**src/rtl/reg_resp_tx.sv**
```systemverilog
// reg_resp_tx
// Serializes a register readback frame into single bytes for the UART
// transmitter: SYNC_BYTE, ADDR, D[N-1] .. D[0], CHK, where CHK is the XOR of
// ADDR and every data byte. One byte is written per tx_wr_o strobe, and the
// next byte is only offered after the UART reports tx_done_i. A byte whose
// completion does not arrive within TIMEOUT cycles aborts the frame.
//
// Ports
//   clk, rst_n      clock, synchronous active-low reset
//   req_valid_i     response request; accepted when req_ready_o is high
//   req_ready_o     high only while idle
//   req_addr_i      register address echoed in the frame
//   req_data_i      register value, DATA_BYTES bytes, sent MSB first
//   tx_done_i       UART pulse: current byte fully shifted out
//   tx_data_o       byte to the UART, stable while tx_wr_o is high
//   tx_wr_o         one-cycle UART write strobe
//   busy_o          frame in progress
//   frame_done_o    one-cycle pulse on successful frame completion
//   err_o           one-cycle pulse when a frame is aborted on timeout
module reg_resp_tx #(
    parameter logic [7:0] SYNC_BYTE  = 8'hA5,
    parameter int         DATA_BYTES = 2,
    parameter int         TIMEOUT    = 100000
) (
    input  logic                    clk,
    input  logic                    rst_n,
    input  logic                    req_valid_i,
    output logic                    req_ready_o,
    input  logic [7:0]              req_addr_i,
    input  logic [8*DATA_BYTES-1:0] req_data_i,
    input  logic                    tx_done_i,
    output logic [7:0]              tx_data_o,
    output logic                    tx_wr_o,
    output logic                    busy_o,
    output logic                    frame_done_o,
    output logic                    err_o
);

    localparam int LAST_IDX = DATA_BYTES + 2;
    localparam int IW       = $clog2(LAST_IDX + 1);
    localparam int TW       = $clog2(TIMEOUT + 1);

    typedef enum logic [1:0] {
        IDLE = 2'd0,
        SEND = 2'd1,
        WAIT = 2'd2
    } state_t;

    state_t                  state_q, state_d;
    logic [7:0]              addr_q;
    logic [8*DATA_BYTES-1:0] data_q;
    logic [7:0]              tx_data_q;
    logic [7:0]              chk_q;
    logic [IW-1:0]           idx_q;
    logic [TW-1:0]           tmo_q;
    logic                    frame_done_q;
    logic                    err_q;

    logic                    accept;
    logic                    load_next;
    logic                    finish_ok;
    logic                    abort;
    logic                    last_byte;
    logic                    tmo_hit;
    logic [IW-1:0]           idx_nxt;
    logic [TW-1:0]           tmo_nxt;
    logic [7:0]              nxt_byte;

    // Byte k of the frame. Index 0 (sync) is loaded directly on acceptance;
    // the checksum slot returns the running XOR, which is complete by the
    // time the last data byte has been loaded.
    function automatic logic [7:0] byte_at(
        input logic [IW-1:0]           k,
        input logic [7:0]              addr,
        input logic [8*DATA_BYTES-1:0] data,
        input logic [7:0]              chk
    );
        logic [7:0] b;
        b = 8'h00;
        if (k == '0) begin
            b = SYNC_BYTE;
        end else if (k == IW'(1)) begin
            b = addr;
        end else if (k == IW'(LAST_IDX)) begin
            b = chk;
        end else begin
            for (int i = 0; i < DATA_BYTES; i++) begin
                if (k == IW'(DATA_BYTES + 1 - i)) begin
                    b = data[8*i +: 8];
                end
            end
        end
        return b;
    endfunction

    assign idx_nxt   = idx_q + IW'(1);
    assign tmo_nxt   = tmo_q + TW'(1);
    assign last_byte = (idx_q == IW'(LAST_IDX));
    // The counter reaches TIMEOUT at the end of the TIMEOUT-th WAIT cycle.
    assign tmo_hit   = (tmo_nxt == TW'(TIMEOUT));
    assign nxt_byte  = byte_at(idx_nxt, addr_q, data_q, chk_q);

    always_comb begin
        state_d   = state_q;
        accept    = 1'b0;
        load_next = 1'b0;
        finish_ok = 1'b0;
        abort     = 1'b0;
        case (state_q)
            IDLE: begin
                if (req_valid_i) begin
                    accept  = 1'b1;
                    state_d = SEND;
                end
            end
            SEND: begin
                state_d = WAIT;
            end
            WAIT: begin
                // A completion in the timeout cycle takes priority.
                if (tx_done_i) begin
                    if (last_byte) begin
                        finish_ok = 1'b1;
                        state_d   = IDLE;
                    end else begin
                        load_next = 1'b1;
                        state_d   = SEND;
                    end
                end else if (tmo_hit) begin
                    abort   = 1'b1;
                    state_d = IDLE;
                end
            end
            default: begin
                state_d = IDLE;
            end
        endcase
    end

    always_ff @(posedge clk) begin
        if (!rst_n) begin
            state_q      <= IDLE;
            tx_data_q    <= 8'h00;
            chk_q        <= 8'h00;
            idx_q        <= '0;
            tmo_q        <= '0;
            frame_done_q <= 1'b0;
            err_q        <= 1'b0;
        end else begin
            state_q      <= state_d;
            frame_done_q <= finish_ok;
            err_q        <= abort;

            if (accept) begin
                tx_data_q <= SYNC_BYTE;
                idx_q     <= '0;
                chk_q     <= 8'h00;
            end else if (load_next) begin
                tx_data_q <= nxt_byte;
                idx_q     <= idx_nxt;
                if (idx_nxt != IW'(LAST_IDX)) begin
                    chk_q <= chk_q ^ nxt_byte;
                end
            end else if (finish_ok || abort) begin
                tx_data_q <= 8'h00;
                idx_q     <= '0;
                chk_q     <= 8'h00;
            end

            if (state_q == WAIT && state_d == WAIT) begin
                tmo_q <= tmo_nxt;
            end else begin
                tmo_q <= '0;
            end
        end
    end

    // Request capture; the frame in flight only ever reads these copies.
    always_ff @(posedge clk) begin
        if (accept) begin
            addr_q <= req_addr_i;
            data_q <= req_data_i;
        end
    end

    assign req_ready_o  = (state_q == IDLE);
    assign busy_o       = (state_q == SEND) || (state_q == WAIT);
    assign tx_wr_o      = (state_q == SEND);
    assign tx_data_o    = tx_data_q;
    assign frame_done_o = frame_done_q;
    assign err_o        = err_q;

endmodule

```
**config.mk**
```make
export PLATFORM = sky130hd
export DESIGN_NAME = reg_resp_tx
export DESIGN_NICKNAME = d
export VERILOG_FILES = /design/src/rtl/reg_resp_tx.sv
export SDC_FILE = /design/constraint.sdc
export NUM_CORES = 1
export LEC_CHECK = 0
export CORE_ASPECT_RATIO = 0.5
export CORE_MARGIN = 2
export CORE_UTILIZATION = 59
export DETAILED_ROUTE_END_ITERATION = 10
export PLACE_DENSITY_LB_ADDON = 0.25
export SETUP_SLACK_MARGIN = 0.15
export SLEW_MARGIN = 20
export SYNTH_ARGS = -nofsm -noshare
export SYNTH_HDL_FRONTEND = slang
export SYNTH_SLANG_ARGS = --single-unit
```
**constraint.sdc**
```tcl
create_clock -name clk -period 4.7 [get_ports clk]
set_clock_uncertainty 0.1 [all_clocks]
set_input_delay 0.94 -clock clk [delete_from_list [all_inputs] [get_ports clk]]
set_output_delay 0.94 -clock clk [all_outputs]
set_load 0.03 [all_outputs]
```
Word level (Yosys, flattened, before mapping)
Cells that the tools add are included.
{ "totals": {"output_inout_bits": 13, "register_bits": 64} }
{ "op_classes": {"bitwise": 2, "n_reduce_logical": 10, "eq_ne": 11, "n_mux": 28, "addsub": 2} }
{ "ops": {"columns": ["operator", "n"], "rows": [
  ["8-bit 2-to-1 mux", 10],
  ["17-bit by 1-bit adder with 17-bit output, second input constant", 1],
  ["17-bit == test, second input constant", 1],
  ["1-bit 2-to-1 mux", 12],
  ["8-bit bitwise XOR", 1],
  ["3-bit by 2-bit == test with 1-bit output, second input constant", 2],
  ["3-bit == test, second input constant", 2],
  ["2-bit 2-to-1 mux", 3],
  ["3-bit 2-to-1 mux", 2],
  ["2-bit one-hot mux with 3 select lines", 1],
  ["2-bit == test, second input constant", 2],
  ["2-bit AND reduction", 2],
  ["3-bit by 1-bit adder with 3-bit output, second input constant", 1],
  ["3-bit by 1-bit == test with 1-bit output, second input constant", 1],
  ["3-bit logical NOT", 1],
  ["3-bit inequality test, second input constant", 1],
  ["3-bit nonzero test", 1],
  ["2-bit by 1-bit == test with 1-bit output, second input constant", 1],
  ["2-bit logical NOT", 1],
  ["1-bit logical OR", 2],
  ["2-bit by 1-bit inequality test with 1-bit output, second input constant", 1],
  ["2-bit nonzero test", 1],
  ["2-bit OR reduction", 1],
  ["1-bit logical AND", 1],
  ["1-bit inverter", 1]
]} }

Longest topological paths before layout
{ "logic_depth": {"ltp_word": 10, "ltp_mapped": 9, "ltp_nobuf": 8} }

Worst setup path before layout
OpenSTA, ideal clock, no wires.
{ "synth_timing": {"kind": "input port to flip-flop", "startpoint": "input req_valid_i", "endpoint": "register tx_data_q[1], in the netlist tx_data_o[1]", "setup_ns": 0.075, "arrival_time_ns": 2.536, "path_buffers": 1, "cell_stages": 6, "path_slack_ns": 1.990, "cell_sequence": "and2_1 -> clkbuf_1 -> nand2b_1 -> a211oi_1 -> o221ai_1 -> o22ai_1"} }
{ "synth_between": {"elab_chain_cells": 3} }
{ "synth_lines": {"columns": ["element", "line", "text"], "rows": [
  ["start: declaration", "27", "input logic req_valid_i,"],
  ["1-bit 2-to-1 mux", "111", "if (req_valid_i) begin"],
  ["1-bit 2-to-1 mux", "109", "case (state_q)"],
  ["named net accept", "59", "logic accept;"],
  ["2-bit OR reduction (no source line)", null, null],
  ["end signal: assignment", "159", "tx_data_q <= nxt_byte;"],
  ["end: declaration", "52", "logic [7:0] tx_data_q;"]
]} }
The timed path passes the listed nets, and every way through them passes these cells.
A chain may end at the register's enable or synchronous reset.

Worst setup path after layout
{ "layout_timing": {"startpoint": "register tmo_q[0]", "endpoint": "register tmo_q[1]"} }
{ "layout_between": {"elab_chain_cells": 8} }
{ "layout_lines": {"columns": ["element", "line", "text"], "rows": [
  ["start: declaration", "55", "logic [TW-1:0] tmo_q;"],
  ["start signal: assignment", "171", "tmo_q <= tmo_nxt;"],
  ["17-bit by 1-bit adder with 17-bit output (*)", "97", "assign tmo_nxt = tmo_q + TW'(1);"],
  ["17-bit == test", "100", "assign tmo_hit = (tmo_nxt == TW'(TIMEOUT));"],
  ["2-bit 2-to-1 mux", "129", "end else if (tmo_hit) begin"],
  ["2-bit 2-to-1 mux", "121", "if (tx_done_i) begin"],
  ["2-bit one-hot mux with 3 select lines", "109", null],
  ["2-bit == test", "170", "if (state_q == WAIT && state_d == WAIT) begin"],
  ["1-bit logical AND", "170", null],
  ["2-bit AND reduction (no source line)", null, null]
]} }
Every way passes the cells marked *; elsewhere a longest branch is shown, timed or not.

==> metrics.csv <==
metric,value,unit
core,5090,µm²
die_w,108,µm
postCtsSetupRepairBufs,0,
vias,2643,
clk_latency,350,ps
end_kind,flop,
fillers,374,
nNetsFinal,399,
htreeDepth,3,
syn2layout_area_growth,17.1,%
cts_tree,built,
netlist_area,3220,µm²
die-area,6100,µm²
drv_cap,0,
yosysMostFrequentCell,dfxtp_1,
seq_area_frac_synth,47.3,%
viasPerCell,6.08,
clk_pin_slew,70,ps
dp_slack,1530,ps
ir_drop,213,µV
design_area,3770,µm²
routed_wl,7020,µm
hpwl,4840,µm
final_max_slew_viol_count,0,
die_h,56.2,µm
r2r_end,tmo_q[1]$_SDFF_PN0_,
num_rows,18,
ctsHoldBuffers,0,
synth-seq-cells,64,
cts_root_buffer,clkbuf_8,
yosys-top-cells-count,"dfxtp_1 (40), nand2_1 (38), edfxtp_1 (24)",
synth_area_per_cell,9.76,µm²
io_buffers,40,
synth.distinct_cells,50,
synth_nets,369,
gp_congestion,0.914,
postRouteAntennaNets,0,
clock_path_buffers,2,
cp.arrival,3350,ps
fin_ws,1480,ps
whs_path_depth,1,
criticalPathCategory,reg -> reg,
finalPower,1.21,mW
diodes,0,
crit_fanout,17,
synth-edff-count,24,
r2r-start,tmo_q[0]$_SDFF_PN0_,
required,4840,ps
start_util,63.2,%
place_area,3600,µm²
overflow,0,
grt_pass1_wl,11700,µm
grt_max_degree,23,
post-route-period-util,68.4,%
fin_hold_ws,361,ps
power.leakage,1.26,nW
hold_viol,0,
clock-sinks,64,
synth_top_area_cell,dfxtp_1,
worst_slew_pin_slew,892,ps
async_flop_share,0,%
drt-initial-drc-count,163,
yosysTopAreaCellShare,24.9,%
synth.area.top_cells,"dfxtp_1 (25%), edfxtp_1 (22%), nand2_1 (4.4%)",
hold_path_end,chk_q[1]$_SDFFE_PP0P_,
power.density,321,nW/µm²
rsz0062_at_grt,no,
grt_pass1_vias,2555,
cts_buffers,9,
drive_gt1_share,7.12,%
ys.flop_type,dfxtp_1,
setup_viol,0,
max_slew_margin,40.5,%
crit_path_start_kind,flop,
antenna_found_initial,0,
synthCells,330,
min_from,chk_q[1]$_SDFFE_PP0P_,
drc,0,
r2r_cells,7,
post-route-min-period,3220,ps
outcome,completed,
track_usage,24.8,%
avgRoutedWirePerCell,16.1,µm
ys_warn_count,0,
timing.setup.tns,0,ps
first_pass_iters,4,
post_cts_resized,0,
hold_path.class,reg -> reg,
io-pin-count,41,
rrSetupSlack,1480,ps
fmax,311,MHz
## worst max-delay path by stage
| stage | depth (start not counted) | startpoint | endpoint |
|---|---|---|---|
| after floorplan | 6 | req_valid_i | tx_data_o[1]$_SDFFE_PP0P_ |
| after global placement | 4 | tx_done_i | tmo_q[3]$_SDFF_PN0_ |
| after detailed placement | 7 | tmo_q[0]$_SDFF_PN0_ | tmo_q[1]$_SDFF_PN0_ |
| after CTS | 7 | tmo_q[0]$_SDFF_PN0_ | tmo_q[1]$_SDFF_PN0_ |
| after global routing | 7 | tmo_q[0]$_SDFF_PN0_ | tmo_q[4]$_SDFF_PN0_ |
| final | 7 | tmo_q[0]$_SDFF_PN0_ | tmo_q[1]$_SDFF_PN0_ |
## cells by family (layout without fill, tap and decap cells)
| group | Yosys count | in the layout | share of synthesized area, % |
|---|---|---|---|
| AOI/OAI and AO/OA | 83 | 83 | 16.7 |
| xor gates and xnor gates | 18 | 18 | 4.90 |
| adders and majority gates | 11 | 11 | 4.28 |
| buffers and inverters | 32 | 67 | 4.62 |
| DFF | 64 | 64 | 47.3 |
| muxes | 1 | 1 | 0.427 |
| and+or+nand+nor | 121 | 121 | 21.8 |
## per-stage QoR
step	util (%)	cells
after floorplan	-	330
after global placement	70.8	419
after detailed placement	70.8	419
after CTS	74.0	435
after global routing	74.0	435
final	74.0	435
## cell type report
type | instances | area (µm²) | area share (%)
repair buffers | 41 | 408 | 10.8
clock inverters | 1 | 5.00 | 0.133
inverters | 10 | 37.5 | 0.996
clock buffers | 15 | 156 | 4.15
multi-input cells | 234 | 1550 | 41.2
well taps | 70 | 87.6 | 2.32
flip-flops and latches | 64 | 1520 | 40.4
## registers in the layout, summed over array words and instances (netlist names)
| signal | cells |
|---|---|
| tx_data_o | 8 |
| tmo_q | 17 |
| data_q | 16 |
| state_q | 2 |
| addr_q | 8 |
| frame_done_o | 1 |
| idx_q | 3 |
| chk_q | 8 |
| err_o | 1 |
## layout by cell type, fill, tap and decap left out, drive strengths merged, types with 4 or more instances in the layout
cell type / Yosys / routed
o22ai: 7 / 7
xnor2: 10 / 10
a21o: 7 / 7
a21oi: 19 / 19
nor2: 14 / 14
nor3: 5 / 5
nand3: 12 / 12
clkbuf: 14 / 15
nor4: 19 / 19
clkdlybuf4s50: 0 / 40
xor2: 8 / 8
nand3b: 8 / 8
a211o: 4 / 4
nand2b: 4 / 4
nand2: 38 / 38
dfxtp: 40 / 40
o221ai: 4 / 4
o21ai: 18 / 18
edfxtp: 24 / 24
a311oi: 4 / 4
a31oi: 11 / 11
ha: 11 / 11
inv: 10 / 10
nand4: 7 / 7
## per-layer routing
layer / vias to the layer above / share of wire, % / track usage [%]
met5: - / 0 / 0
met4: 0 / 1.8 / 7.69
met3: 14 / 5.1 / 7.96
met2: 64 / 49 / 41.4
met1: 1274 / 44 / 30.7
li1: 1291 / - / -
## worst max-delay path: stages, from the launching register on
cell and delay, ps:
dfxtp_1 460, ha_1 290, nand3_1 240, o21a_1 260, nor4_1 460, nand4b_1 250, o311a_1 680, nor4b_1 360
## where the power goes
| group | internal [mW] | leakage, nW | switching [mW] |
|---|---|---|---|
| registers | 0.613 | 0.553 | 0.0160 |
| clock network | 0.206 | 0.0817 | 0.199 |
| logic | 0.0678 | 0.624 | 0.108 |
| total | 0.887 | 1.26 | 0.323 |
(Power assumes the default switching activity.)
